<file path="config.mk">
export PLATFORM = sky130hd
export DESIGN_NAME = na_ep_wb_ingress
export DESIGN_NICKNAME = d
export VERILOG_FILES = /design/src/rtl/na_ep_wb_ingress.sv
export SDC_FILE = /design/constraint.sdc
export NUM_CORES = 1
export LEC_CHECK = 0
export BUFFER_PORTS_ARGS = -buffer_cell sky130_fd_sc_hd__clkbuf_2
export CORE_MARGIN = 1.5
export CORE_UTILIZATION = 55
export CTS_BUF_LIST = sky130_fd_sc_hd__clkbuf_8
export CTS_CLUSTER_DIAMETER = 40
export DETAILED_ROUTE_END_ITERATION = 6
export PLACE_DENSITY = 0.85
export SYNTH_ARGS = -nofsm -noshare
export SYNTH_HDL_FRONTEND = slang
export SYNTH_SLANG_ARGS = --single-unit
</file>
<file path="constraint.sdc">
create_clock -name clk -period 6.6 [get_ports clk]
set_input_delay 0.66 -clock clk [delete_from_list [all_inputs] [get_ports clk]]
set_output_delay 0.66 -clock clk [all_outputs]
set_load 0.005 [all_outputs]
</file>
<file path="src/rtl/na_ep_wb_ingress.sv">
// Wishbone slave that buffers NoC flits and hands only complete packets to the NI injection port.
// WB response 1 cycle after request; packet visible one cycle after its last ack; out_ready=0 stalls, full FIFO errs.
module na_ep_wb_ingress #(
    parameter int NOC_FLIT_WIDTH  = 32,
    parameter int DEPTH           = 16,
    parameter int MAX_NOC_PKT_LEN = 10
) (
    input  logic                      clk,
    input  logic                      rst,
    input  logic                      wb_cyc_i,
    input  logic                      wb_stb_i,
    input  logic                      wb_we_i,
    input  logic [3:0]                wb_adr_i,
    input  logic [NOC_FLIT_WIDTH-1:0] wb_dat_i,
    output logic [NOC_FLIT_WIDTH-1:0] wb_dat_o,
    output logic                      wb_ack_o,
    output logic                      wb_err_o,
    output logic [NOC_FLIT_WIDTH-1:0] out_flit,
    output logic                      out_valid,
    output logic                      out_last,
    input  logic                      out_ready,
    output logic [$clog2(DEPTH):0]    pkt_count
);

    localparam int AW = $clog2(DEPTH);
    localparam int PW = AW + 1;
    localparam int LW = $clog2(MAX_NOC_PKT_LEN + 1) + 1;
    localparam logic [PW-1:0] DEPTH_P  = PW'(DEPTH);
    localparam logic [LW-1:0] MAX_P    = LW'(MAX_NOC_PKT_LEN);
    localparam logic [3:0]    ADR_DATA = 4'h0;
    localparam logic [3:0]    ADR_LAST = 4'h4;
    localparam logic [3:0]    ADR_STAT = 4'h8;

    typedef enum logic [1:0] {S_IDLE, S_FILL, S_DROP} state_t;

    state_t                    state_q, state_d;
    logic [LW-1:0]             len_q, len_d;
    logic [PW-1:0]             wr_ptr_q, wr_ptr_d;
    logic [PW-1:0]             rd_ptr_q, rd_ptr_d;
    logic [PW-1:0]             com_ptr_q, com_ptr_d;
    logic [PW-1:0]             cptr_q, cptr_d;
    logic                      commit_q, commit_d;
    logic [PW-1:0]             pkt_cnt_q, pkt_cnt_d;
    logic                      ack_q, ack_d;
    logic                      err_q, err_d;
    logic [NOC_FLIT_WIDTH-1:0] dat_q, dat_d;
    logic [NOC_FLIT_WIDTH:0]   mem_q [DEPTH];

    logic                      req, is_data, is_last, is_stat, mem_we;
    logic                      pop, pop_last;
    logic [PW-1:0]             free;
    logic [LW-1:0]             new_len;
    logic [NOC_FLIT_WIDTH-1:0] status;
    logic [NOC_FLIT_WIDTH:0]   rd_ent;

    always_comb begin
        req     = wb_cyc_i & wb_stb_i & ~ack_q & ~err_q;
        is_data = wb_we_i & (wb_adr_i == ADR_DATA);
        is_last = wb_we_i & (wb_adr_i == ADR_LAST);
        is_stat = ~wb_we_i & (wb_adr_i == ADR_STAT);
        free    = DEPTH_P - (wr_ptr_q - rd_ptr_q);
        new_len = (state_q == S_IDLE) ? LW'(1) : len_q + LW'(1);
        status         = '0;
        status[15:0]   = 16'(free);
        status[31:16]  = 16'(pkt_cnt_q);
    end

    // Write-side FSM; commit is registered so the packet count lags the last ack by one cycle.
    always_comb begin
        state_d  = state_q;
        len_d    = len_q;
        wr_ptr_d = wr_ptr_q;
        cptr_d   = cptr_q;
        commit_d = 1'b0;
        ack_d    = 1'b0;
        err_d    = 1'b0;
        dat_d    = '0;
        mem_we   = 1'b0;
        if (req) begin
            if (is_stat) begin
                ack_d = 1'b1;
                dat_d = status;
            end else if (is_data || is_last) begin
                if (state_q == S_DROP) begin
                    ack_d = 1'b1;
                    len_d = '0;
                    if (is_last) state_d = S_IDLE;
                end else if (new_len > MAX_P) begin
                    wr_ptr_d = com_ptr_q;
                    err_d    = 1'b1;
                    len_d    = '0;
                    state_d  = S_DROP;
                end else if (free == '0) begin
                    wr_ptr_d = com_ptr_q;
                    err_d    = 1'b1;
                    len_d    = '0;
                    state_d  = is_last ? S_IDLE : S_DROP;
                end else begin
                    mem_we   = 1'b1;
                    ack_d    = 1'b1;
                    wr_ptr_d = wr_ptr_q + PW'(1);
                    if (is_last) begin
                        commit_d = 1'b1;
                        cptr_d   = wr_ptr_q + PW'(1);
                        len_d    = '0;
                        state_d  = S_IDLE;
                    end else begin
                        len_d    = new_len;
                        state_d  = S_FILL;
                    end
                end
            end else begin
                err_d = 1'b1;
            end
        end
    end

    assign rd_ent    = mem_q[rd_ptr_q[AW-1:0]];
    assign out_valid = (pkt_cnt_q != '0);
    assign out_flit  = out_valid ? rd_ent[NOC_FLIT_WIDTH-1:0] : '0;
    assign out_last  = out_valid & rd_ent[NOC_FLIT_WIDTH];
    assign pkt_count = pkt_cnt_q;
    assign wb_ack_o  = ack_q;
    assign wb_err_o  = err_q;
    assign wb_dat_o  = dat_q;

    always_comb begin
        pop       = out_valid & out_ready;
        pop_last  = pop & rd_ent[NOC_FLIT_WIDTH];
        rd_ptr_d  = rd_ptr_q + (pop ? PW'(1) : PW'(0));
        com_ptr_d = commit_q ? cptr_q : com_ptr_q;
        pkt_cnt_d = pkt_cnt_q;
        case ({commit_q, pop_last})
            2'b10:   pkt_cnt_d = pkt_cnt_q + PW'(1);
            2'b01:   pkt_cnt_d = pkt_cnt_q - PW'(1);
            default: pkt_cnt_d = pkt_cnt_q;
        endcase
    end

    always_ff @(posedge clk) begin
        if (mem_we) mem_q[wr_ptr_q[AW-1:0]] <= {is_last, wb_dat_i};
    end

    always_ff @(posedge clk or negedge rst) begin
        if (!rst) begin
            state_q   <= S_IDLE;
            len_q     <= '0;
            wr_ptr_q  <= '0;
            rd_ptr_q  <= '0;
            com_ptr_q <= '0;
            cptr_q    <= '0;
            commit_q  <= 1'b0;
            pkt_cnt_q <= '0;
            ack_q     <= 1'b0;
            err_q     <= 1'b0;
            dat_q     <= '0;
        end else begin
            state_q   <= state_d;
            len_q     <= len_d;
            wr_ptr_q  <= wr_ptr_d;
            rd_ptr_q  <= rd_ptr_d;
            com_ptr_q <= com_ptr_d;
            cptr_q    <= cptr_d;
            commit_q  <= commit_d;
            pkt_cnt_q <= pkt_cnt_d;
            ack_q     <= ack_d;
            err_q     <= err_d;
            dat_q     <= dat_d;
        end
    end

endmodule

</file>
==> results of run 1 <==
## flip-flops by register name, indices dropped and copies added (netlist names), 5 cells and up
name / cells
cptr_q: 5
mem_q: 528
rd_ptr_q: 5
wb_dat_o: 10
pkt_count: 5
len_q: 5
com_ptr_q: 5
wr_ptr_q: 5
## routing by layer
metal	track usage, %	up-vias
met2	36.20	462
met5	0	-
met4	8.954	0
met3	4.115	95
li1	-	4839
met1	28.32	5838
## worst max-delay path: stages (launching register included)
cell	delay (ns)
dfrtp_4	0.89
ha_1	0.37
ha_1	0.22
fa_1	0.46
xnor2_1	0.18
o2111ai_2	0.12
and3_1	0.67
nand3_1	0.43
nor2_4	1.04
## cell families after synthesis
| family | count (synthesis) | share of synthesized area (%) |
|---|---|---|
| other | 1 | 0.01648 |
| buffers and inverters | 99 | 2.161 |
| and+or+nand+nor | 130 | 3.128 |
| AOI/OAI and AO/OA | 101 | 3.172 |
| DFF | 573 | 74.61 |
| xor gates and xnor gates | 13 | 0.5607 |
| adders and majority gates | 20 | 1.166 |
| muxes | 177 | 15.18 |
## power breakdown
group / internal [mW] / switching (mW)
combinational: 1.26 / 1.19
sequential: 4.00 / 0.228
clock: 1.43 / 1.37
total: 6.70 / 2.80
## cell type report
type	instances	share of cell area, %
Timing Repair Buffer	109	2.351
Multi-Input combinational cell	463	21.47
Inverter	17	0.2498
Sequential cell	573	66.54
Clock buffer	98	5.281
Clock inverter	72	1.499
Tap cell	532	2.606
Antenna cell	1	0.009798
## placed cells by master, fill, tap and decap left out, drive strengths merged, types with 11 or more instances in the layout
master / synthesis / layout
a211oi: 64 / 64
buf: 48 / 17
clkbuf: 34 / 190
clkinv: 0 / 36
conb: 1 / 22
dfrtp: 45 / 45
edfxtp: 528 / 528
ha: 18 / 18
inv: 17 / 46
mux2: 11 / 11
mux2i: 34 / 34
mux4: 132 / 132
nand2: 21 / 21
nand3: 19 / 19
nor2: 25 / 25
nor2b: 36 / 36
o21ai: 11 / 11
## path summary, 6_finish.rpt
check / startpoint / end / slack, ns / cells past startpoint
worst max-delay path: rd_ptr_q[1] / mem_q[12][0] / 1.79 / 8
worst min-delay path: rst / rd_ptr_q[1] / 0.24 / 1
worst max register to register: rd_ptr_q[1] / mem_q[12][0] / 1.79 / 8
worst min register to register: rd_ptr_q[4] / rd_ptr_q[4] / 0.50 / 1
max in group asynchronous: rst / rd_ptr_q[0] / 5.56 / 1
min in group clk: wb_adr_i[2] / state_q[0] / 0.30 / 2
## per-stage QoR
step           setup slack, ns  instance area [µm²]  utilization, %  hold WS, ns  instances
3_5_place_dp             1.778                23810           58.30       0.4923       1694
6_report                 1.792                25540           62.55       0.2431       1865
2_1_floorplan            1.204                22840               -       0.3644       1135
4_1_cts                  1.744                25540           62.55       0.2342       1864
5_1_grt                  1.500                25540           62.55       0.3002       1865
3_3_place_gp             1.933                23810           58.30       0.4642       1694
==> flow_summary.json, run 1 <==
{
  "status": "finished, final reports clean",
  "met2WireLength_um": 22710,
  "met3WireLength_um": 2908,
  "netlist.area_leader.share_pct": 69.66,
  "overflow": 0,
  "tns_ns": 0,
  "maxSlewHeadroom_pct": 16.99,
  "clk_pin_slew_ns": 0.06,
  "final-setup-viol-count": 0,
  "layout.nets": 1317,
  "finClkSkew_ns": 0.04620,
  "synth_area_um2": 22760,
  "detail-route-antenna-nets": 0,
  "synth_most_common_cell": "edfxtp_1",
  "slew_viol_final": 0,
  "power_mw": 9.496,
  "yosys_most_used_dff": "edfxtp_1",
  "firstDrtPassIters": 6,
  "synthTopCellsByArea": "edfxtp_1 (70%), mux4_2 (13%), dfrtp_1 (4.9%)",
  "netlist_top_cells_count": "edfxtp_1 (528), mux4_2 (132), a211oi_1 (64)",
  "cp_max_fo": 57,
  "yosys_warnings": 0,
  "min_path_type": "in2async",
  "hold_violations": 0,
  "peakVddDrop_mv": 0.3501,
  "cp.arrival_ns": 5.03,
  "synth-edff-count": 528,
  "synth_cell_types": 51,
  "htree_levels": 3,
  "rsz0062_at_grt": "false",
  "area_growth_pct": 12.22,
  "insertion_delay_ns": 0.66,
  "yosys.area.top_type": "edfxtp_1",
  "gp_congestion": 0.7997,
  "drt_iter0_markers": 905,
  "fillCellCount": 2640,
  "crit_required_ns": 6.82,
  "tightest_slew_ns": 1.242,
  "cts_tree": "done",
  "grt_pass1_vias": 11670,
  "cts-root-buf": "clkbuf_8",
  "detailed_place_hpwl_um": 25440,
  "grt_pass1_wl_um": 67810,
  "cts_resized": 0,
  "wl_per_cell_um": 23.76,
  "port_buffers": 92,
  "cts_buffer_depth": 3,
  "async_flop_share_pct": 7.853,
  "drive_above_1_share_pct": 30.41,
  "ys_ff_latch": 573,
  "die-area_um2": 42610,
  "cts_made_buffers": 91,
  "powerDensity_nw_per_um2": 371.8,
  "antenna_found_initial": 1,
  "grt_util_all_layers_pct": 21.73,
  "startpoint_type": "flip-flop",
  "holdBufCountCts": 0,
  "synth.avg_cell_area_um2": 20.43,
  "start_util_pct": 55.74,
  "clkSinkCount": 573,
  "end_kind": "flip-flop",
  "highest_layer": "met4",
  "drt-met1-wl_um": 17330,
  "core_um2": 40830,
  "chipWidth_um": 206.4,
  "multi_input_area_um2": 5483,
  "max_freq_mhz": 208.0,
  "grt_max_degree": 96,
  "netlist_instances": 1114,
  "drc": 0,
  "fp.dieH_um": 206.4,
  "wl_um": 44310,
  "period_share_pct": 72.84,
  "power.leakage_nw": 8.694,
  "drv_cap": 0,
  "io_pins": 115,
  "std_cell_rows": 74,
  "path_class": "reg2reg",
  "yosysSeqAreaShare_pct": 74.61,
  "regArea_um2": 16990,
  "route.vias.total": 11230,
  "post-cts-setup-buffers": 0,
  "vias_per_cell": 6.024,
  "finalCriticalPeriod_ns": 4.808
}
No activity file was read; power rests on OpenSTA's default activity.
==> run 2: changes to the inputs <==
Settings changed: PLACE_DENSITY 0.85 to 0.88.
Clock period 6.6 ns to 4.35 ns, I/O delays scaled along.
==> flow_summary.json, run 2 (synthesis gave the netlist of run 1 again) <==
{
  "chipWidth_um": 206.4,
  "final_common_cell": "edfxtp_1",
  "port_buffers": 92,
  "finalCriticalPeriod_ns": 3.952,
  "io_pins": 115,
  "setup_ws_ns": 0.3984,
  "max_freq_mhz": 253.1,
  "final_cell_mix": "edfxtp_1 (528), mux4_2 (132), clkbuf_2 (92)",
  "grt_util_all_layers_pct": 23.18,
  "min_path_type": "in2reg",
  "layout.nets": 1338,
  "tns_ns": 0,
  "detail-route-antenna-nets": 0,
  "grt_pass1_wl_um": 71890,
  "wl_um": 47410,
  "insertion_delay_ns": 0.64,
  "holdBufCountCts": 1,
  "slew_viol_final": 0,
  "maxSlewHeadroom_pct": 32.20,
  "clk_pin_slew_ns": 0.06,
  "drv_cap": 0,
  "fillCellCount": 2580,
  "cp_max_fo": 30,
  "status": "finished, final reports clean",
  "final_util_pct": 62.98,
  "end_kind": "output port",
  "powerDensity_nw_per_um2": 560.4,
  "fin_cells": 1875,
  "grt_max_degree": 53,
  "cts_tree": "done",
  "drc": 0,
  "cts_resized": 0,
  "wl_per_cell_um": 25.29,
  "core_um2": 40830,
  "power.leakage_nw": 8.838,
  "preCtsSetupSlack_ns": 0.6500,
  "whs_ns": 0.08916,
  "startpoint_type": "flip-flop",
  "post-cts-setup-buffers": 0,
  "cts-root-buf": "clkbuf_8",
  "start_util_pct": 55.74,
  "std_cell_rows": 74,
  "htree_levels": 3,
  "drive_above_1_share_pct": 30.85,
  "finClkSkew_ns": 0.02754,
  "path_class": "reg2out",
  "route.vias.total": 11500,
  "grt_pass1_vias": 12130,
  "placed_cells": 1718,
  "antenna_found_initial": 1,
  "crit_required_ns": 3.91,
  "fp.dieH_um": 206.4,
  "clkSinkCount": 573,
  "drt_iter0_markers": 1301,
  "period_share_pct": 90.84,
  "tightest_slew_ns": 1.017,
  "overflow": 0,
  "cts_made_buffers": 87,
  "cts_buffer_depth": 3,
  "cp.arrival_ns": 3.52,
  "final-setup-viol-count": 0,
  "die-area_um2": 42610,
  "post_dp_cell_area_um2": 24090,
  "hold_violations": 0,
  "rsz0062_at_grt": "false",
  "fin_area_um2": 25720,
  "peakVddDrop_mv": 0.3557,
  "largest_reg_flops": 528,
  "gp_congestion": 0.8604,
  "detailed_place_hpwl_um": 27430,
  "power_mw": 14.41,
  "firstDrtPassIters": 6,
  "vias_per_cell": 6.133,
  "area_growth_pct": 13.00
}
[run 2: worst paths after layout]
kind / startpoint / end / slack [ns] / cells past startpoint
min in group asynchronous: rst / pkt_count[0] / 0.46 / 3
worst max register to register: wr_ptr_q[3] / mem_q[5][27] / 0.58 / 10
max in group asynchronous: rst / rd_ptr_q[1] / 3.45 / 3
worst min register to register: rd_ptr_q[4] / rd_ptr_q[4] / 0.48 / 1
worst min-delay path: wb_adr_i[2] / state_q[0] / 0.09 / 2
worst max-delay path: rd_ptr_q[0] / out_flit[27] / 0.40 / 7
[run 2: layout make-up]
class | count | area, µm² | share of cell area (%)
multi-input cells | 463 | 5508 | 21.42
flip-flops and latches | 573 | 16990 | 66.08
inverters | 17 | 63.81 | 0.2481
repair buffers | 134 | 865.8 | 3.367
diodes | 1 | 2.502 | 0.009730
clock inverters | 65 | 379.1 | 1.474
well taps | 532 | 665.6 | 2.588
clock buffers | 90 | 1239 | 4.817
[run 2: critical path, cell delays in order (launching register included)]
cell,delay [ns]
dfrtp_4,0.55
buf_4,0.37
buf_4,0.56
mux4_2,0.59
nor2b_1,0.15
a211oi_1,0.35
a211oi_1,0.14
clkbuf_2,0.16
[run 2: report_power, final]
| group | total, mW | leakage (nW) | internal [mW] | switching (mW) |
|---|---|---|---|---|
| logic | 4.07 | 2.61 | 1.94 | 2.13 |
| registers | 6.23 | 5.32 | 6.08 | 0.146 |
| clock network | 4.12 | 0.909 | 2.12 | 2.01 |
| total | 14.4 | 8.84 | 10.1 | 4.28 |
[run 2: per-layer routing]
| layer | wire length, µm | vias up | GRT usage, % |
|---|---|---|---|
| met5 | 0 | - | 0 |
| met4 | 1187 | 0 | 8.851 |
| met3 | 3928 | 75 | 4.147 |
| met2 | 24600 | 647 | 39.01 |
| met1 | 17690 | 5911 | 30.34 |
| li1 | - | 4866 | - |
